**config.mk**
```make
export PLATFORM = sky130hd
export DESIGN_NAME = note_detector
export DESIGN_NICKNAME = d
export VERILOG_FILES = /design/src/rtl/note_detector.sv
export SDC_FILE = /design/constraint.sdc
export NUM_CORES = 1
export LEC_CHECK = 0
export CAP_MARGIN = 30
export CORE_MARGIN = 3
export CORE_UTILIZATION = 40
export CTS_BUF_LIST = sky130_fd_sc_hd__clkbuf_16
export CTS_CLUSTER_DIAMETER = 120
export DETAILED_ROUTE_END_ITERATION = 16
export HOLD_SLACK_MARGIN = 0.03
export PLACE_DENSITY_LB_ADDON = 0.1
export SYNTH_ARGS = -nofsm -noshare
export SYNTH_HDL_FRONTEND = slang
export SYNTH_SLANG_ARGS = --single-unit
```
**constraint.sdc**
```tcl
create_clock -name clk -period 17.5 [get_ports clk]
set_clock_uncertainty 0.05 [all_clocks]
set_input_delay 3.5 -clock clk [delete_from_list [all_inputs] [get_ports clk]]
set_output_delay 3.5 -clock clk [all_outputs]
set_load 0.02 [all_outputs]
```
**src/rtl/note_detector.sv**
```systemverilog
// note_detector: measures the half-period of a square wave and decodes it to (note, octave).
// Optional NOTE_DET_HYST_EN: a matched decode is reported only when it repeats the previous one.
module note_detector #(
  parameter int unsigned OFF_LIMIT = 370000,
  parameter int unsigned TOL_SHIFT = 6
) (
  input  logic        clk,
  input  logic        n_rst,
  input  logic        audio_in,
  output logic        valid,
  output logic [3:0]  note,
  output logic [2:0]  octave,
  output logic [18:0] err,
  output logic        matched,
  output logic        busy
);

  localparam logic [1:0] S_IDLE   = 2'd0;
  localparam logic [1:0] S_SEARCH = 2'd1;
  localparam logic [1:0] S_DONE   = 2'd2;

  localparam logic [18:0] OFF_L = 19'(OFF_LIMIT);

  // Octave-0 half-periods in clk cycles, indexed by note 1..12.
  function automatic logic [18:0] base_of(input logic [3:0] n);
    logic [18:0] b;
    unique case (n)
      4'd1:    b = 19'd366937;
      4'd2:    b = 19'd346342;
      4'd3:    b = 19'd326903;
      4'd4:    b = 19'd308556;
      4'd5:    b = 19'd291238;
      4'd6:    b = 19'd274892;
      4'd7:    b = 19'd259463;
      4'd8:    b = 19'd244901;
      4'd9:    b = 19'd231156;
      4'd10:   b = 19'd218182;
      4'd11:   b = 19'd205936;
      4'd12:   b = 19'd194378;
      default: b = 19'd0;
    endcase
    return b;
  endfunction

  logic        sync1_q, sync2_q, prev_q;
  logic        edge_det, timeout;
  logic [18:0] cnt_q, cnt_d;
  logic        armed_q, armed_d;
  logic [1:0]  state_q, state_d;
  logic [18:0] meas_q, meas_d;
  logic [2:0]  oct_q, oct_d;
  logic [3:0]  nte_q, nte_d;
  logic [3:0]  bnote_q, bnote_d;
  logic [2:0]  boct_q, boct_d;
  logic [18:0] bdiff_q, bdiff_d;
  logic [3:0]  note_q, note_d;
  logic [2:0]  octave_q, octave_d;
  logic [18:0] err_q, err_d;
  logic        matched_q, matched_d;
  logic [18:0] cand, diff;
  logic        hit, pass, fire;
  logic [3:0]  dec_note;
  logic [2:0]  dec_oct;
`ifdef NOTE_DET_HYST_EN
  logic [3:0]  pnote_q, pnote_d;
  logic [2:0]  poct_q, poct_d;
`endif

  assign edge_det = sync2_q ^ prev_q;
  assign timeout  = armed_q && !edge_det
                    && (cnt_q == OFF_L);

  // Candidate distance and final decode of the best candidate.
  always_comb begin
    cand     = base_of(nte_q) >> oct_q;
    diff     = (cand >= meas_q) ? cand - meas_q
                                : meas_q - cand;
    hit      = bdiff_q <= (meas_q >> TOL_SHIFT);
    dec_note = hit ? bnote_q : 4'd0;
    dec_oct  = hit ? boct_q : 3'd0;
`ifdef NOTE_DET_HYST_EN
    pass     = !hit || ((bnote_q == pnote_q)
                        && (boct_q == poct_q));
`else
    pass     = 1'b1;
`endif
    fire     = (state_q == S_DONE) && !timeout && pass;
  end

  // Half-period counter and arming; a timeout disarms.
  always_comb begin
    cnt_d   = cnt_q;
    armed_d = armed_q;
    if (edge_det) begin
      cnt_d   = 19'd1;
      armed_d = 1'b1;
    end else if (timeout) begin
      cnt_d   = 19'd0;
      armed_d = 1'b0;
    end else if (armed_q) begin
      cnt_d = cnt_q + 19'd1;
    end
  end

  // Search FSM: one candidate per cycle, octave outer, note inner.
  always_comb begin
    state_d = state_q;
    meas_d  = meas_q;
    oct_d   = oct_q;
    nte_d   = nte_q;
    bnote_d = bnote_q;
    boct_d  = boct_q;
    bdiff_d = bdiff_q;
    if (timeout) begin
      state_d = S_IDLE;
    end else begin
      unique case (state_q)
        S_IDLE: begin
          if (edge_det && armed_q) begin
            state_d = S_SEARCH;
            meas_d  = cnt_q;
            oct_d   = 3'd0;
            nte_d   = 4'd1;
            bnote_d = 4'd0;
            boct_d  = 3'd0;
            bdiff_d = '1;
          end
        end
        S_SEARCH: begin
          if (diff < bdiff_q) begin
            bnote_d = nte_q;
            boct_d  = oct_q;
            bdiff_d = diff;
          end
          if (nte_q == 4'd12) begin
            nte_d = 4'd1;
            oct_d = oct_q + 3'd1;
            if (oct_q == 3'd7) state_d = S_DONE;
          end else begin
            nte_d = nte_q + 4'd1;
          end
        end
        S_DONE:  state_d = S_IDLE;
        default: state_d = S_IDLE;
      endcase
    end
  end

  // Held decode outputs; the next value is also what is driven out.
  always_comb begin
    note_d    = note_q;
    octave_d  = octave_q;
    err_d     = err_q;
    matched_d = matched_q;
    if (timeout) begin
      note_d    = 4'd0;
      octave_d  = 3'd0;
      err_d     = 19'd0;
      matched_d = 1'b0;
    end else if (fire) begin
      note_d    = dec_note;
      octave_d  = dec_oct;
      err_d     = bdiff_q;
      matched_d = hit;
    end
  end

`ifdef NOTE_DET_HYST_EN
  // Remember the last matched decode; silence forgets it.
  always_comb begin
    pnote_d = pnote_q;
    poct_d  = poct_q;
    if (timeout) begin
      pnote_d = 4'd0;
      poct_d  = 3'd0;
    end else if (state_q == S_DONE && hit) begin
      pnote_d = bnote_q;
      poct_d  = boct_q;
    end
  end

  // Previous-decode register.
  always_ff @(posedge clk or negedge n_rst) begin
    if (!n_rst) begin
      pnote_q <= 4'd0;
      poct_q  <= 3'd0;
    end else begin
      pnote_q <= pnote_d;
      poct_q  <= poct_d;
    end
  end
`endif

  // State registers, synchronizer and edge history.
  always_ff @(posedge clk or negedge n_rst) begin
    if (!n_rst) begin
      sync1_q   <= 1'b0;
      sync2_q   <= 1'b0;
      prev_q    <= 1'b0;
      cnt_q     <= 19'd0;
      armed_q   <= 1'b0;
      state_q   <= S_IDLE;
      meas_q    <= 19'd0;
      oct_q     <= 3'd0;
      nte_q     <= 4'd1;
      bnote_q   <= 4'd0;
      boct_q    <= 3'd0;
      bdiff_q   <= '1;
      note_q    <= 4'd0;
      octave_q  <= 3'd0;
      err_q     <= 19'd0;
      matched_q <= 1'b0;
    end else begin
      sync1_q   <= audio_in;
      sync2_q   <= sync1_q;
      prev_q    <= sync2_q;
      cnt_q     <= cnt_d;
      armed_q   <= armed_d;
      state_q   <= state_d;
      meas_q    <= meas_d;
      oct_q     <= oct_d;
      nte_q     <= nte_d;
      bnote_q   <= bnote_d;
      boct_q    <= boct_d;
      bdiff_q   <= bdiff_d;
      note_q    <= note_d;
      octave_q  <= octave_d;
      err_q     <= err_d;
      matched_q <= matched_d;
    end
  end

  assign valid   = timeout | fire;
  assign note    = note_d;
  assign octave  = octave_d;
  assign err     = err_d;
  assign matched = matched_d;
  assign busy    = (state_q == S_SEARCH)
                   || (state_q == S_DONE);

endmodule

```
After elaboration in Yosys (flattened, before gate mapping)
Memories as Yosys holds them, arrays and structs flattened.
Cells that the tools add are included.

word-level totals
  flip-flop bits (word level) = 104
  bits in read-only memories = 304
  input bits = 3
  output and inout bits = 29
  word-level logic and storage cells = 91
  memories = 1

operators by class
  $add $sub $neg = 5
  $lt $le $gt $ge = 3
  eq/ne operators = 11
  shift operators = 1
  mux-type cells = 35
  bitwise gates (word level) = 3
  reductions and logical operators = 16

memories
  memory            words  width  read ports  clocked after Yosys merged registers in  wr ports  line  text
  (name not given)  16     19     1           0                                        0         27    unique case (n)

operators with widths
  cell                                                             number
  19-bit two-way mux                                               8
  19-bit case mux with 2 select lines                              1
  19-bit subtractor                                                2
  4-bit two-way mux                                                7
  19-bit by 1-bit adder with 19-bit output, second input constant  1
  19-bit == test, second input constant                            1
  19-bit >= comparator                                             1
  19-bit by 13-bit <= comparator with 1-bit output                 1
  19-bit less-than comparator                                      1
  19-bit by 3-bit >> shifter with 19-bit output                    1
  3-bit two-way mux                                                6
  4-bit case mux with 2 select lines                               2
  3-bit case mux with 2 select lines                               2
  3-bit inequality test, second input constant                     3
  3-bit AND reduction                                              3
  2-bit two-way mux                                                4
  4-bit AND reduction                                              2
  2-bit inequality test, second input constant                     3
  4-bit by 1-bit adder with 4-bit output, second input constant    1
  4-bit == test, second input constant                             1
  1-bit logical AND                                                4
  1-bit two-way mux                                                4
  2-bit case mux with 2 select lines                               1
  2-bit nonzero test                                               2
  other kinds (11)                                                 12

Longest topological paths before layout
  depth in word-level cells = 8
  depth in mapped cells = 35
  gate-level depth less buffers = 30

Worst setup path before layout
OpenSTA, ideal clock, no wires.

  path kind = register to register
  start point = reg nte_q[1]
  end point = reg bdiff_q[11]
  library setup time = 0.075 ns
  arrival time = 6.192 ns
  slack = 11.183 ns
  stages on the path, launching flop included = 30
  period minus slack after synthesis = 6.317 ns
  path through = dfrtp_1 -> clkbuf_1 -> inv_1 -> ha_1 -> clkbuf_1 -> nand2_1 -> o21ai_0 -> mux4_2 -> mux2i_1 -> nor2_1 -> or2_2 -> ha_1 -> buf_6 -> and2_4 -> a311o_1 -> o21a_1 -> o21a_1 -> nor2_4 -> buf_6 -> mux2i_1 -> nand2_1 -> xor2_1 -> ha_1 -> a21o_1 -> a211oi_1 -> a21oi_1 -> nor3_2 -> clkinv_1 -> buf_2 -> a2bb2oi_1

on the way
  longest elaborated chain between the ends = 7
  elaborated cells between the ends (all ways) = 11
  classes of those cells = add/sub: 2; order compare: 2; eq/ne: 1; shift: 1; mux: 3; reduce/logical: 1; memory: 1

RTL lines
  element                                          line  text
  start: declaration                               52    logic [3:0] nte_q, nte_d;
  start signal: assignment                         222   nte_q <= nte_d;
  memory read 16 x 19 bit *                        -
  19-bit by 3-bit >> shifter with 19-bit output *  75    cand = base_of(nte_q) >> oct_q;
  19-bit subtractor, or another cell as far along  77    : meas_q - cand;
  19-bit two-way mux *                             76    diff = (cand >= meas_q) ? cand - meas_q
  19-bit less-than comparator                      130   if (diff < bdiff_q) begin
  2-bit inequality test (no source line)           -
  4-bit AND reduction (no source line)             -
  end signal: assignment                           225   bdiff_q <= bdiff_d;
  end: declaration                                 55    logic [18:0] bdiff_q, bdiff_d;

Every way passes the cells marked *; elsewhere a longest branch is shown, timed or not. The select of a mux whose other input is x is not followed.
A chain may end at the register's enable or synchronous reset.

Worst setup path after layout
  start point = reg nte_q[0]
  end point = reg bdiff_q[6]

The elaborated chain is that of the path after synthesis.

==> reports/results.tsv <==
stage	metric	value	unit
drt	num_vias	7014	
final_layout	drive_above_1_share	9.62	%
worst_setup_path	critPathMaxStageDelay	740	ps
min_path	whs_path_depth	0	
worst_setup_path	endpoint_kind	flop	
logic_synthesis	synth_nets	1077	
final_layout	final_cell_mix	96 x nor2_1, 87 x ha_1, 84 x dfrtp_1, 82 x inv_1, 82 x o21ai_0	
sta	slew_violations	0	
logic_synthesis	ys.flop_type	dfrtp_1	
cts	htreeDepth	3	
sta	finalCritPeriodShare	43.9	%
floorplan	core	20400	µm²
floorplan	ioPinCount	32	
logic_synthesis	synth_area_per_cell	8.47	µm²
worst_setup_path	r2r_start	nte_q[0]	
drt	drc	0	
floorplan	die_width	150	µm
grt	grt.total_usage	20.4	%
cts	cts_made_buffers	9	
grt	grt_pass1_wl	36.2	mm
drt	drt-initial-drc-count	398	
final_layout	final_common_cell	nor2_1	
worst_setup_path	required	17740	ps
worst_setup_path	rr_endpoint	bdiff_q[6]	
cts	cts_resized	0	
worst_setup_path	cp_max_fo	19	
sta	tns	0	ps
sta	worstMarginPinSlew	859	ps
grt	antenna_found_initial	0	
logic_synthesis	ys_warn_count	0	
cts	cts_sinks	104	
floorplan	core.rowCount	52	
worst_setup_path	path_class	reg2reg	
run_status	status	completed	
logic_synthesis	synth-edff-count	0	
cts	cts_tree	done	
logic_synthesis	synthDistinctLibCells	70	
final_layout	antenna_cells	0	
flow_run	maxCapViolCount	0	
drt	routed_via_density	5.58	
sta	fmax	130	MHz
drt	post_drt_wl_per_cell	17.9	µm
min_path	hold_start	sync1_q	
placement	dp_hpwl	17.4	mm
grt	grt_max_degree	54	
cts	insertion_delay	370	ps
cts	cts_hold_buf	0	
worst_setup_path	r2r_cells	28	
logic_synthesis	async_flop_share	100	%
logic_synthesis	synth_area	8340	µm²
min_path	hold_path.class	reg2reg	
sta	rsz0062_at_grt	no	
logic_synthesis	ys_seq_area_share	31.5	%
sta	hold_violations	0	
sta	min_period	7680	ps
floorplan	die-area	22600	µm²
sta	setup_viol	0	
logic_synthesis	synthCells	985	
min_path	whs_endpoint	sync2_q	
grt	grt_pass1_vias	6665	
worst_setup_path	path_common_cell	a21oi_1	
sta	relSlewSlack	42.5	%
worst_setup_path	rrSetupSlack	9820	ps
cts	clockRootBuffer	clkbuf_16	
logic_synthesis	synth_seq_cells	104	
cts	cts.path.max_buffers	2	
worst_setup_path	cp-start-kind	flop	
drt	postRouteWirelength	22.5	mm
floorplan	initial_core_util	41.0	%
placement	gp_congestion	0.946	
placement	io_buffers	31	
floorplan	die_h	150	µm
drt	dr.pass1.iters	4	
final_layout	area_growth	9.76	%
final_layout	nets	1075	
worst_setup_path	arrival	7930	ps
drt	ant_nets	0	
worst_setup_path	slowest_stage	dfstp_2	
cts	path_clk_slew	70	ps
grt	grt_remaining_overflow	0	
cts	post_cts_buffers	0	
## routing by layer
layer  vias to the layer above  track usage, %  wire length [µm]
met4                         0            5.26               316
li1                       3481               -                 -
met2                       148            31.8             10100
met5                         -               0                 0
met3                        23            2.86               929
met1                      3362            29.7             11100
## sequential cells by signal (all words and copies together) (netlist names)
register,count
state_q,2
bdiff_q,19
sync2_q,1
nte_q,4
note_q,4
sync1_q,1
armed_q,1
oct_q,3
boct_q,3
err_q,19
bnote_q,4
matched_q,1
octave_q,3
prev_q,1
meas_q,19
cnt_q,19
## worst max-delay path, delay by kind of cell (launching register included)
family	cells	cell delay, ps
multiplexers	1	410
AO/OA/AOI/OAI	14	2720
AND/OR/NAND/NOR	7	1660
buffers and inverters	2	780
adder cells (fa/ha/maj)	3	1080
XOR/XNOR	1	160
flip-flops	1	740
## per-stage QoR
stage	hold slack, ps	utilization, %	worst slack [ps]	instances	instance area (µm²)
6_report	300	45.0	9820	1258	9160
5_1_grt	324	45.0	9130	1258	9160
3_5_place_dp	286	43.4	9800	1241	8840
3_3_place_gp	283	43.2	9870	1238	8800
2_1_floorplan	281	-	11180	985	8340
4_1_cts	304	44.8	9780	1257	9130
## how the worst max path moves through the flow
stage | end | slack [ps] | start
after floorplan | bdiff_q[11] | 11180 | nte_q[1]
after global placement | bdiff_q[3] | 9870 | nte_q[0]
after detailed placement | bdiff_q[6] | 9800 | nte_q[0]
after CTS | bdiff_q[6] | 9780 | nte_q[0]
after global routing | bdiff_q[15] | 9130 | nte_q[0]
final | bdiff_q[6] | 9820 | nte_q[0]
## Yosys cell counts, drive strengths merged, types with 5 or more instances
library cell	n	area [µm²]
a211oi	5	37.5
nand2	70	270
nand3	37	185
o22ai	6	37.5
a31oi	9	68.8
nand2b	6	37.5
buf	22	121
a22o	8	70.1
o21ai	83	427
ha	87	1090
o21a	13	97.6
nor2	97	372
o21bai	6	45.0
and3	5	31.3
a21o	18	135
or2	11	68.8
inv	82	308
a21oi	83	423
and2	5	33.8
o31ai	8	60.1
o211ai	7	57.6
xor2	11	96.3
nor2b	11	68.8
clkbuf	31	116
nor3	10	55.1
dfstp	20	526
mux2i	43	430
xnor2	12	105
dfrtp	84	2100
mux2	23	259
o31a	6	52.6
nand4	19	119
## cell families (layout without fill, tap and decap cells)
| kind of cell | after synthesis | count (layout) | synth area share [%] |
|---|---|---|---|
| simple gates | 288 | 288 | 16.5 |
| compound gates | 278 | 278 | 20.9 |
| buf+inv | 136 | 139 | 6.58 |
| flops | 104 | 104 | 31.5 |
| fa+ha+maj | 89 | 89 | 13.5 |
| mux | 67 | 67 | 8.53 |
| xor+xnor | 23 | 23 | 2.41 |
## final cells by class
class | instances | area [µm²]
clock buffer | 9 | 225
clock inverter | 7 | 65.1
fill | 2051 | 11200
inverter | 83 | 312
multi-input combinational | 745 | 5170
sequential | 104 | 2630
tap | 270 | 338
timing repair buffer | 40 | 415
Power is not shown: default switching activity piles up to over one toggle a cycle in this logic, so the estimate is an artifact.
